File: src/rtl/bht_access_scheduler_pkg.sv
// Shared definitions for the BHT access scheduler.
//   bht_state_e : scheduler FSM states (clear walk / normal operation)
//   tbl_size()  : number of one-bit entries for a given index width
package bht_access_scheduler_pkg;

  typedef enum logic {
    ST_CLEAR = 1'b0,
    ST_RUN   = 1'b1
  } bht_state_e;

  function automatic int tbl_size(input int addr_w);
    return 1 << addr_w;
  endfunction

endpackage

File: src/rtl/bht_update_fifo.sv
// Circular update queue of {addr, taken} entries with push/pop/flush.
// Also reports whether a compare address matches any queued entry or the
// entry being pushed this cycle, returning the value of the youngest match.
// Ports:
//   clk, rst                     clock, async active-high reset
//   i_push, i_push_addr/taken    enqueue an entry (ignored on flush)
//   i_pop                        dequeue the head entry
//   i_flush                      discard all entries
//   i_cmp_addr                   address to search for
//   o_head_addr/taken            oldest entry
//   o_count, o_full, o_empty     occupancy
//   o_hit, o_hit_val             youngest-match result
module bht_update_fifo #(
  parameter int ADDR_W = 4,
  parameter int QDEPTH = 4,
  parameter int CNT_W  = $clog2(QDEPTH + 1)
) (
  input  logic              clk,
  input  logic              rst,
  input  logic              i_push,
  input  logic [ADDR_W-1:0] i_push_addr,
  input  logic              i_push_taken,
  input  logic              i_pop,
  input  logic              i_flush,
  input  logic [ADDR_W-1:0] i_cmp_addr,
  output logic [ADDR_W-1:0] o_head_addr,
  output logic              o_head_taken,
  output logic [CNT_W-1:0]  o_count,
  output logic              o_full,
  output logic              o_empty,
  output logic              o_hit,
  output logic              o_hit_val
);

  localparam int PW = $clog2(QDEPTH);

  logic [ADDR_W-1:0] r_addr [QDEPTH];
  logic [QDEPTH-1:0] r_taken;
  logic [PW-1:0]     r_wp, r_rp;
  logic [CNT_W-1:0]  r_cnt;

  always_ff @(posedge clk or posedge rst) begin
    if (rst) begin
      r_wp  <= '0;
      r_rp  <= '0;
      r_cnt <= '0;
    end else if (i_flush) begin
      r_wp  <= '0;
      r_rp  <= '0;
      r_cnt <= '0;
    end else begin
      if (i_push) r_wp <= r_wp + 1'b1;
      if (i_pop)  r_rp <= r_rp + 1'b1;
      r_cnt <= r_cnt + CNT_W'(i_push) - CNT_W'(i_pop);
    end
  end

  // Payload needs no reset: occupancy alone decides which slots are live.
  always_ff @(posedge clk) begin
    if (i_push && !i_flush) begin
      r_addr[r_wp]  <= i_push_addr;
      r_taken[r_wp] <= i_push_taken;
    end
  end

  // Scan oldest -> youngest so the last match wins; the same-cycle push is
  // younger than anything stored and overrides last.
  always_comb begin
    o_hit     = 1'b0;
    o_hit_val = 1'b0;
    for (int i = 0; i < QDEPTH; i++) begin
      if ((CNT_W'(i) < r_cnt) && (r_addr[r_rp + PW'(i)] == i_cmp_addr)) begin
        o_hit     = 1'b1;
        o_hit_val = r_taken[r_rp + PW'(i)];
      end
    end
    if (i_push && (i_push_addr == i_cmp_addr)) begin
      o_hit     = 1'b1;
      o_hit_val = i_push_taken;
    end
  end

  assign o_head_addr  = r_addr[r_rp];
  assign o_head_taken = r_taken[r_rp];
  assign o_count      = r_cnt;
  assign o_full       = (r_cnt == CNT_W'(QDEPTH));
  assign o_empty      = (r_cnt == '0);

endmodule

File: src/rtl/bht_access_scheduler.sv
// Single-port 1-bit BHT access scheduler. One table access per cycle,
// arbitrated between fetch lookups and queued resolve updates, with
// forwarding of queued outcomes and a full-table clear walk after reset
// or on clear_req.
// Ports:
//   clk, rst                      clock, async active-high reset
//   clear_req / busy              start clear walk / walk in progress
//   lk_valid, lk_addr, lk_ready   lookup handshake
//   pred_valid, pred              prediction, one cycle after acceptance
//   up_valid, up_addr, up_taken,
//   up_ready                      update handshake
//   q_count                       queued updates
//   tbl_en/we/addr/wdata, tbl_rdata  RAM interface (1-cycle read latency)
module bht_access_scheduler
  import bht_access_scheduler_pkg::*;
#(
  parameter int ADDR_W = 4,
  parameter int QDEPTH = 4
) (
  input  logic                       clk,
  input  logic                       rst,
  input  logic                       clear_req,
  output logic                       busy,
  input  logic                       lk_valid,
  input  logic [ADDR_W-1:0]          lk_addr,
  output logic                       lk_ready,
  output logic                       pred_valid,
  output logic                       pred,
  input  logic                       up_valid,
  input  logic [ADDR_W-1:0]          up_addr,
  input  logic                       up_taken,
  output logic                       up_ready,
  output logic [$clog2(QDEPTH+1)-1:0] q_count,
  output logic                       tbl_en,
  output logic                       tbl_we,
  output logic [ADDR_W-1:0]          tbl_addr,
  output logic                       tbl_wdata,
  input  logic                       tbl_rdata
);

  localparam int CNT_W = $clog2(QDEPTH + 1);
  localparam int TBL_N = tbl_size(ADDR_W);

  bht_state_e        r_state, w_next;
  logic [ADDR_W-1:0] r_clr_ptr;
  logic              r_pred_valid, r_hit, r_hit_val;

  logic              w_push, w_pop, w_flush, w_lk_acc;
  logic [ADDR_W-1:0] w_head_addr;
  logic              w_head_taken, w_full, w_empty, w_hit, w_hit_val;
  logic [CNT_W-1:0]  w_count;

  bht_update_fifo #(.ADDR_W(ADDR_W), .QDEPTH(QDEPTH), .CNT_W(CNT_W)) u_fifo (
    .clk          (clk),
    .rst          (rst),
    .i_push       (w_push),
    .i_push_addr  (up_addr),
    .i_push_taken (up_taken),
    .i_pop        (w_pop),
    .i_flush      (w_flush),
    .i_cmp_addr   (lk_addr),
    .o_head_addr  (w_head_addr),
    .o_head_taken (w_head_taken),
    .o_count      (w_count),
    .o_full       (w_full),
    .o_empty      (w_empty),
    .o_hit        (w_hit),
    .o_hit_val    (w_hit_val)
  );

  always_ff @(posedge clk or posedge rst) begin
    if (rst) r_state <= ST_CLEAR;
    else     r_state <= w_next;
  end

  // Pointer wraps to 0 on the last clear write, so it is already 0 for the
  // next walk.
  always_ff @(posedge clk or posedge rst) begin
    if (rst)                     r_clr_ptr <= '0;
    else if (r_state == ST_CLEAR) r_clr_ptr <= r_clr_ptr + 1'b1;
  end

  always_comb begin
    w_next    = r_state;
    busy      = 1'b0;
    lk_ready  = 1'b0;
    up_ready  = 1'b0;
    tbl_en    = 1'b0;
    tbl_we    = 1'b0;
    tbl_addr  = lk_addr;
    tbl_wdata = 1'b0;
    w_push    = 1'b0;
    w_pop     = 1'b0;
    w_flush   = 1'b0;
    w_lk_acc  = 1'b0;
    case (r_state)
      ST_CLEAR: begin
        busy     = 1'b1;
        tbl_en   = 1'b1;
        tbl_we   = 1'b1;
        tbl_addr = r_clr_ptr;
        if (r_clr_ptr == ADDR_W'(TBL_N - 1)) w_next = ST_RUN;
      end
      default: begin
        lk_ready = !w_full;
        up_ready = !w_full;
        w_lk_acc = lk_valid && !w_full;
        // An update offered alongside clear_req is handshaken but discarded.
        w_push   = up_valid && !w_full && !clear_req;
        if (clear_req) begin
          // Queue is discarded, so no drain; a lookup still gets its read.
          w_next  = ST_CLEAR;
          w_flush = 1'b1;
          if (w_lk_acc) begin
            tbl_en   = 1'b1;
            tbl_addr = lk_addr;
          end
        end else if (w_full || (!lk_valid && !w_empty)) begin
          tbl_en    = 1'b1;
          tbl_we    = 1'b1;
          tbl_addr  = w_head_addr;
          tbl_wdata = w_head_taken;
          w_pop     = 1'b1;
        end else if (lk_valid) begin
          tbl_en   = 1'b1;
          tbl_addr = lk_addr;
        end
      end
    endcase
  end

  // Forwarding result is captured at acceptance, when the queue contents
  // that must override the RAM value are known.
  always_ff @(posedge clk or posedge rst) begin
    if (rst) begin
      r_pred_valid <= 1'b0;
      r_hit        <= 1'b0;
      r_hit_val    <= 1'b0;
    end else begin
      r_pred_valid <= w_lk_acc;
      if (w_lk_acc) begin
        r_hit     <= w_hit;
        r_hit_val <= w_hit_val;
      end
    end
  end

  assign pred_valid = r_pred_valid;
  assign pred       = r_pred_valid && (r_hit ? r_hit_val : tbl_rdata);
  assign q_count    = w_count;

endmodule

File: config.mk
export PLATFORM = sky130hd
export DESIGN_NAME = bht_access_scheduler
export DESIGN_NICKNAME = d
export VERILOG_FILES = /design/src/rtl/bht_access_scheduler_pkg.sv /design/src/rtl/bht_update_fifo.sv /design/src/rtl/bht_access_scheduler.sv
export SDC_FILE = /design/constraint.sdc
export NUM_CORES = 1
export LEC_CHECK = 0
export CORE_ASPECT_RATIO = 0.5
export CORE_MARGIN = 8
export CORE_UTILIZATION = 54
export DETAILED_ROUTE_END_ITERATION = 8
export PLACE_DENSITY = 0.89
export RECOVER_POWER = 25
export SETUP_SLACK_MARGIN = 0.4
export SLEW_MARGIN = 5
export SYNTH_ARGS = -nofsm -noshare
export SYNTH_HDL_FRONTEND = slang
export SYNTH_SLANG_ARGS = --single-unit
File: constraint.sdc
create_clock -name clk -period 4.35 [get_ports clk]
set_input_delay 0.6525 -clock clk [delete_from_list [all_inputs] [get_ports clk]]
set_output_delay 0.6525 -clock clk [all_outputs]
set_load 0.1 [all_outputs]
==> impl_metrics.csv, run 1 <==
group,metric,value,unit
global_routing,grt_overflow,0,
flow_run,drv_cap,0,
timing,fin_hold_ws,0.517,ns
placed_design,placed_area,0.00265,sq mm
critical_path,r2r_slack,1.42,ns
route,vias,1709,
route,drtAntennaViolNets,0,
global_routing,grt.total_usage,0.159,
clock_tree,cts_sinks,35,
synth,synthArstFlopShare,0.429,
route,via_per_inst,5.75,
clock_tree,clockBufferDepth,2,
timing,grt_setup_unrepaired,"false",
floorplan,fp-row-count,17,
power,leakage,1.11,nW
synth,synth_cell_types,46,
clock_tree,cts.hold.buffers_added,0,
clock_tree,clkTransAtPathRegs,0.06,ns
critical_path,criticalPathCategory,"input pin to output port",
timing,setup_viol,0,
route,route.detailed.drc,0,
floorplan,ios,30,
global_routing,grt_antenna_before_repair,0,
synth,syn_area_per_cell,10.9,sq um
route,routed_wl,5380,microns
timing,slew_violations,0,
finish,area_growth,16.1,%
floorplan,core,0.00430,sq mm
critical_path,cp_slowest_cell,"a21oi_1",
placed_design,portBuffers,29,
critical_path,rr_startpoint,"u_fifo.o_count[0]",
power,p_per_area,744,mW/mm^2
finish,drive_above_1_share,0.142,
clock_tree,cts_repair_resize_count,0,
global_routing,grt_pass1_vias,1673,
clock_tree,post_cts_buffers,0,
floorplan,die_h,62.8,microns
critical_path,crit_family,"compound AO/OA/AOI/OAI gates",
finish,stdcell_area,0.00275,sq mm
critical_path,critPathArrivalTime,2.54,ns
timing,min_period,3.19,ns
timing,setup_tns,0,ns
timing,tightest_slew,0.994,ns
synth,syn_area,0.00237,sq mm
route,wl_per_cell,18.1,microns
synth,synth-main-ff-cell,"edfxtp_1",
timing,hold_violations,0,
global_routing,grt_pass1_wl,8560,microns
synth,synth_largest_area_cell,"edfxtp_1",
timing,max-slew-margin-rel,0.335,
finish,finalNetCount,264,
critical_path,critPathLaunch,"lk_valid",
clock_tree,clock_latency,0.28,ns
route,first_pass_iters,4,
critical_path,start_kind,"input pin",
synth,yosysSeqAreaShare,0.412,
clock_tree,numCtsBuffers,5,
floorplan,die_area,0.00688,sq mm
synth,syn-num-nets,242,
synth,syn_inst,217,
synth,ys_seq_elements,35,
critical_path,crit_chain,"clkdlybuf4s50_1, o21bai_1, a21oi_1, mux2i_1, a21oi_2, buf_4",
critical_path,crit_fanout,8,
timing,clock-skew-final,0.00414,ns
run_status,status,"finished clean",
synth,synth_edf_count,20,
critical_path,slowest_delay,0.57,ns
finish,num_antenna_cells,0,
power,power,0.00204,W
finish,mostFrequentLayoutCell,"mux2i_1",
critical_path,path_buf_inv,2,
critical_path,cp.required,3.70,ns
critical_path,critPathCapture,"tbl_addr[2]",
clock_tree,cts_root_buffer,"clkbuf_8",
synth,yosysWarnings,0,
floorplan,die_w,110,microns
critical_path,cp-end-kind,"output port",
timing,max_freq,0.313,GHz
synth,synth_area_leaders,"edfxtp_1 25%, dfrtp_1 16%, mux2i_1 10%",
finish,layout_common_cells,"24 x mux2i_1, 20 x edfxtp_1, 17 x xnor2_1, 17 x clkdlybuf4s50_1, 15 x dfrtp_1",
synth,yosysTopAreaCellShare,0.254,
hold_path,holdCritPathClass,"flip-flop to flip-flop",
route,drt_iter0_drc,174,
power,ir_drop,0.000626,V
placed_design,place.gp.congestion,0.901,
clock_tree,cts_tree,"done",
critical_path,r2r_cells,9,
placed_design,dpl.hpwl,4060,microns
critical_path,reg2reg_to,"u_fifo.o_count[1]",
clock_tree,htreeDepth,2,
timing,fin_crit_sh,0.734,
floorplan,start_util,0.551,
global_routing,grt_max_degree,25,
critical_path,critical_path_depth,6,
[worst min-delay path by stage]
stage / startpoint / endpoint / slack [ns] / cells after the start
finish: r_clr_ptr[3] / r_clr_ptr[3] / 0.52 / 1
global route: r_clr_ptr[3] / r_clr_ptr[3] / 0.55 / 1
CTS: r_clr_ptr[3] / r_clr_ptr[3] / 0.52 / 1
detailed placement: r_clr_ptr[3] / r_clr_ptr[3] / 0.51 / 1
global placement: r_clr_ptr[3] / r_clr_ptr[3] / 0.49 / 1
floorplan: r_clr_ptr[3] / r_clr_ptr[3] / 0.47 / 1
[power by group]
group	internal (W)	switching, W
clock network	0.000144	0.000107
logic	0.000410	0.000852
registers	0.000417	0.000114
total	0.000971	0.00107
[worst reg2reg max path, stage by stage, from the launching register on]
cell and delay, ns:
dfrtp_1 0.46, or3b_1 0.48, a21oi_1 0.58, nand2_1 0.22, inv_1 0.10, ha_1 0.23, inv_1 0.06, ha_1 0.16
fa_1 0.41, and2_1 0.14
[cell type report]
| type | instances | area (sq um) |
|---|---|---|
| repair buffers | 30 | 280 |
| inverters | 14 | 52.6 |
| fillers | 328 | 1550 |
| clock buffers | 8 | 100 |
| well taps | 57 | 71.3 |
| multi-input cells | 153 | 1270 |
| flip-flops and latches | 35 | 976 |
[per-stage QoR]
stage	setup slack (ns)	cells	utilization
2_1_floorplan	0.534	217	-
5_1_grt	1.01	297	0.639
3_3_place_gp	1.22	289	0.616
6_report	1.16	297	0.639
4_1_cts	1.17	297	0.639
3_5_place_dp	1.12	289	0.616
[cells by family after synthesis]
family                   after synthesis  synth area share
XOR/XNOR                              26            0.0962
flip-flops                            35             0.412
buffers and inverters                 29            0.0603
AO/OA/AOI/OAI                         29            0.0820
adder cells (fa/ha/maj)               10            0.0561
multiplexers                          34             0.174
AND/OR/NAND/NOR                       54             0.119
[flip-flops by register name (all words and copies together), names as in the netlist]
name / count
u_fifo.r_addr: 16
r_clr_ptr: 4
u_fifo.r_taken: 4
r_state: 1
u_fifo.r_wp: 2
r_hit_val: 1
u_fifo.r_rp: 2
pred_valid: 1
r_hit: 1
u_fifo.o_count: 3
[routing by layer]
| metal | GRT usage | part of all wire | vias to the layer above |
|---|---|---|---|
| met5 | 0 | 0 | - |
| met4 | 0.0551 | 0.015 | 0 |
| met3 | 0.0412 | 0.073 | 8 |
| met2 | 0.249 | 0.47 | 74 |
| met1 | 0.208 | 0.44 | 821 |
| li1 | - | - | 806 |
[cell usage after synthesis (all sizes together) (7+ instances only)]
cell    number
dfrtp       15
ha           9
inv         14
a21oi       13
nor2        13
xnor2       17
edfxtp      20
mux2i       25
xor2         9
buf         10
nand2       12
and2         7
Power figures use the tool's default switching activity.
==> run 2: changes to the inputs <==
clock period = 3.1 ns   (was 4.35 ns; I/O delays follow)
==> run 2 against run 1 <==
  * Die area stayed put
  * Via count is 6.2% higher
  * Flip-flop and latch count stayed put
  * Clock skew is 0.0050 ns higher
  * Critical path depth stayed put
  * Critical endpoint is now tbl_addr[0]
  * Critical path type is now flip-flop to output port
  * Cell area is 8.6% higher
==> impl_metrics.csv, run 2 (same netlist as run 1, synthesis figures left out) <==
group,metric,value,unit
run_status,status,"finished clean",
clock_tree,clock_latency,0.29,ns
timing,slew_violations,0,
finish,mostFrequentLayoutCell,"edfxtp_1",
critical_path,critPathCapture,"tbl_addr[0]",
critical_path,cp_slowest_cell,"dfrtp_2",
critical_path,r2r_slack,0.66,ns
floorplan,core,0.00430,sq mm
clock_tree,cts_sinks,35,
floorplan,start_util,0.551,
route,vias,1815,
timing,grt_setup_unrepaired,"false",
hold_path,holdCritPathClass,"input pin to asynchronous set/reset pin",
power,p_per_area,1090,mW/mm^2
timing,tightest_slew,0.600,ns
route,first_pass_iters,4,
clock_tree,cts_root_buffer,"clkbuf_8",
clock_tree,cts.hold.buffers_added,0,
global_routing,grt_overflow,0,
timing,fin_hold_ws,0.532,ns
timing,setup_tns,0,ns
placed_design,pre_cts_slack,0.197,ns
route,routed_wl,5930,microns
critical_path,crit_chain,"or3b_4, a21oi_4, buf_4, mux2i_4, a21oi_4, buf_12",
finish,area_growth,26.1,%
timing,max_freq,0.380,GHz
route,route.detailed.drc,0,
power,ir_drop,0.00126,V
floorplan,fp-row-count,17,
critical_path,start_kind,"flip-flop",
finish,fillers,294,
route,drtAntennaViolNets,0,
power,leakage,1.19,nW
global_routing,grt_max_degree,24,
global_routing,grt_antenna_before_repair,0,
timing,hold_violations,0,
timing,fin_crit_sh,0.849,
finish,finalNetCount,268,
finish,layout_common_cells,"20 x edfxtp_1, 19 x mux2i_1, 17 x xnor2_1, 13 x inv_1, 13 x buf_4",
critical_path,critPathArrivalTime,2.17,ns
critical_path,cp.required,2.63,ns
finish,num_antenna_cells,0,
route,drt_iter0_drc,130,
clock_tree,clkTransAtPathRegs,0.08,ns
critical_path,criticalPathCategory,"flip-flop to output port",
floorplan,die_area,0.00688,sq mm
finish,drive_above_1_share,0.254,
finish,reg_top3,"u_fifo.r_addr x16, r_clr_ptr x4, u_fifo.r_taken x4",
clock_tree,cts_repair_resize_count,2,
timing,clock-skew-final,0.00911,ns
global_routing,grt.total_usage,0.174,
floorplan,ios,30,
global_routing,grt_pass1_vias,1929,
timing,max-slew-margin-rel,0.600,
global_routing,grt_pass1_wl,9380,microns
placed_design,place.gp.congestion,0.921,
flow_run,drv_cap,0,
route,wl_per_cell,19.7,microns
timing,min_period,2.63,ns
route,via_per_inst,6.03,
critical_path,cp_common_cell,"a21oi_4",
placed_design,portBuffers,29,
clock_tree,numCtsBuffers,5,
floorplan,die_h,62.8,microns
floorplan,die_w,110,microns
critical_path,cp-end-kind,"output port",
critical_path,crit_family,"flip-flops",
critical_path,slowest_delay,0.45,ns
critical_path,r2r_cells,8,
critical_path,critPathLaunch,"u_fifo.o_count[0]",
finish,top_register,"u_fifo.r_addr",
clock_tree,cts_tree,"done",
critical_path,path_buf_inv,2,
timing,layout_setup_ws,0.469,ns
critical_path,rr_startpoint,"u_fifo.o_count[0]",
clock_tree,htreeDepth,2,
clock_tree,clockBufferDepth,2,
critical_path,reg2reg_to,"u_fifo.o_count[1]",
timing,setup_viol,0,
critical_path,crit_fanout,7,
placed_design,dpl.hpwl,4340,microns
finish,largest_reg_flops,16,
critical_path,critical_path_depth,6,
clock_tree,post_cts_buffers,0,
## run 2: changes by cell type in the layout (fill, tap and decap cells not counted), moves of 3 or more
cell / delta
buf_12: +7
mux2i_1: -5
dfrtp_2: +3
a21oi_2: -4
a21oi_4: +5
dfrtp_1: -4
buf_4: +5
mux2i_4: +4
clkdlybuf4s50_1: -8
## run 2: per-stage QoR
stage	instances	utilization	power, W	area [sq um]
2_1_floorplan	217	-	0.00228	2450
3_3_place_gp	293	0.655	0.00271	2810
3_5_place_dp	293	0.655	0.00277	2810
4_1_cts	301	0.682	0.00320	2930
5_1_grt	301	0.694	0.00341	2980
6_report	301	0.694	0.00326	2980
## run 2: worst min path at each step
stage | to | slack [ns] | cells past startpoint
3_5_place_dp | r_clr_ptr[3] | 0.52 | 1
5_1_grt | r_clr_ptr[0] | 0.56 | 1
6_report | u_fifo.r_rp[1] | 0.53 | 2
2_1_floorplan | pred_valid | 0.37 | 1
4_1_cts | r_clr_ptr[3] | 0.53 | 1
3_3_place_gp | r_clr_ptr[3] | 0.49 | 1
## run 2: layout make-up
type | count | area [sq um] | share of cell area
clock inverters | 3 | 38.8 | 0.0130
flip-flops and latches | 35 | 983 | 0.330
well taps | 57 | 71.3 | 0.0239
multi-input cells | 153 | 1390 | 0.466
repair buffers | 34 | 378 | 0.127
inverters | 14 | 52.6 | 0.0176
clock buffers | 5 | 68.8 | 0.0231
## run 2: routing by layer
layer | vias to the layer above | routed length (microns) | global-route usage
met5 | - | 0 | 0
met2 | 77 | 2940 | 0.288
met4 | 0 | 197 | 0.0902
met1 | 901 | 2390 | 0.199
li1 | 812 | - | -
met3 | 25 | 404 | 0.0504
## run 2: report_power, final
part / switching [W] / internal [W]
Sequential: 0.000102 / 0.000593
Combinational: 0.00137 / 0.000788
Clock: 0.000173 / 0.000235
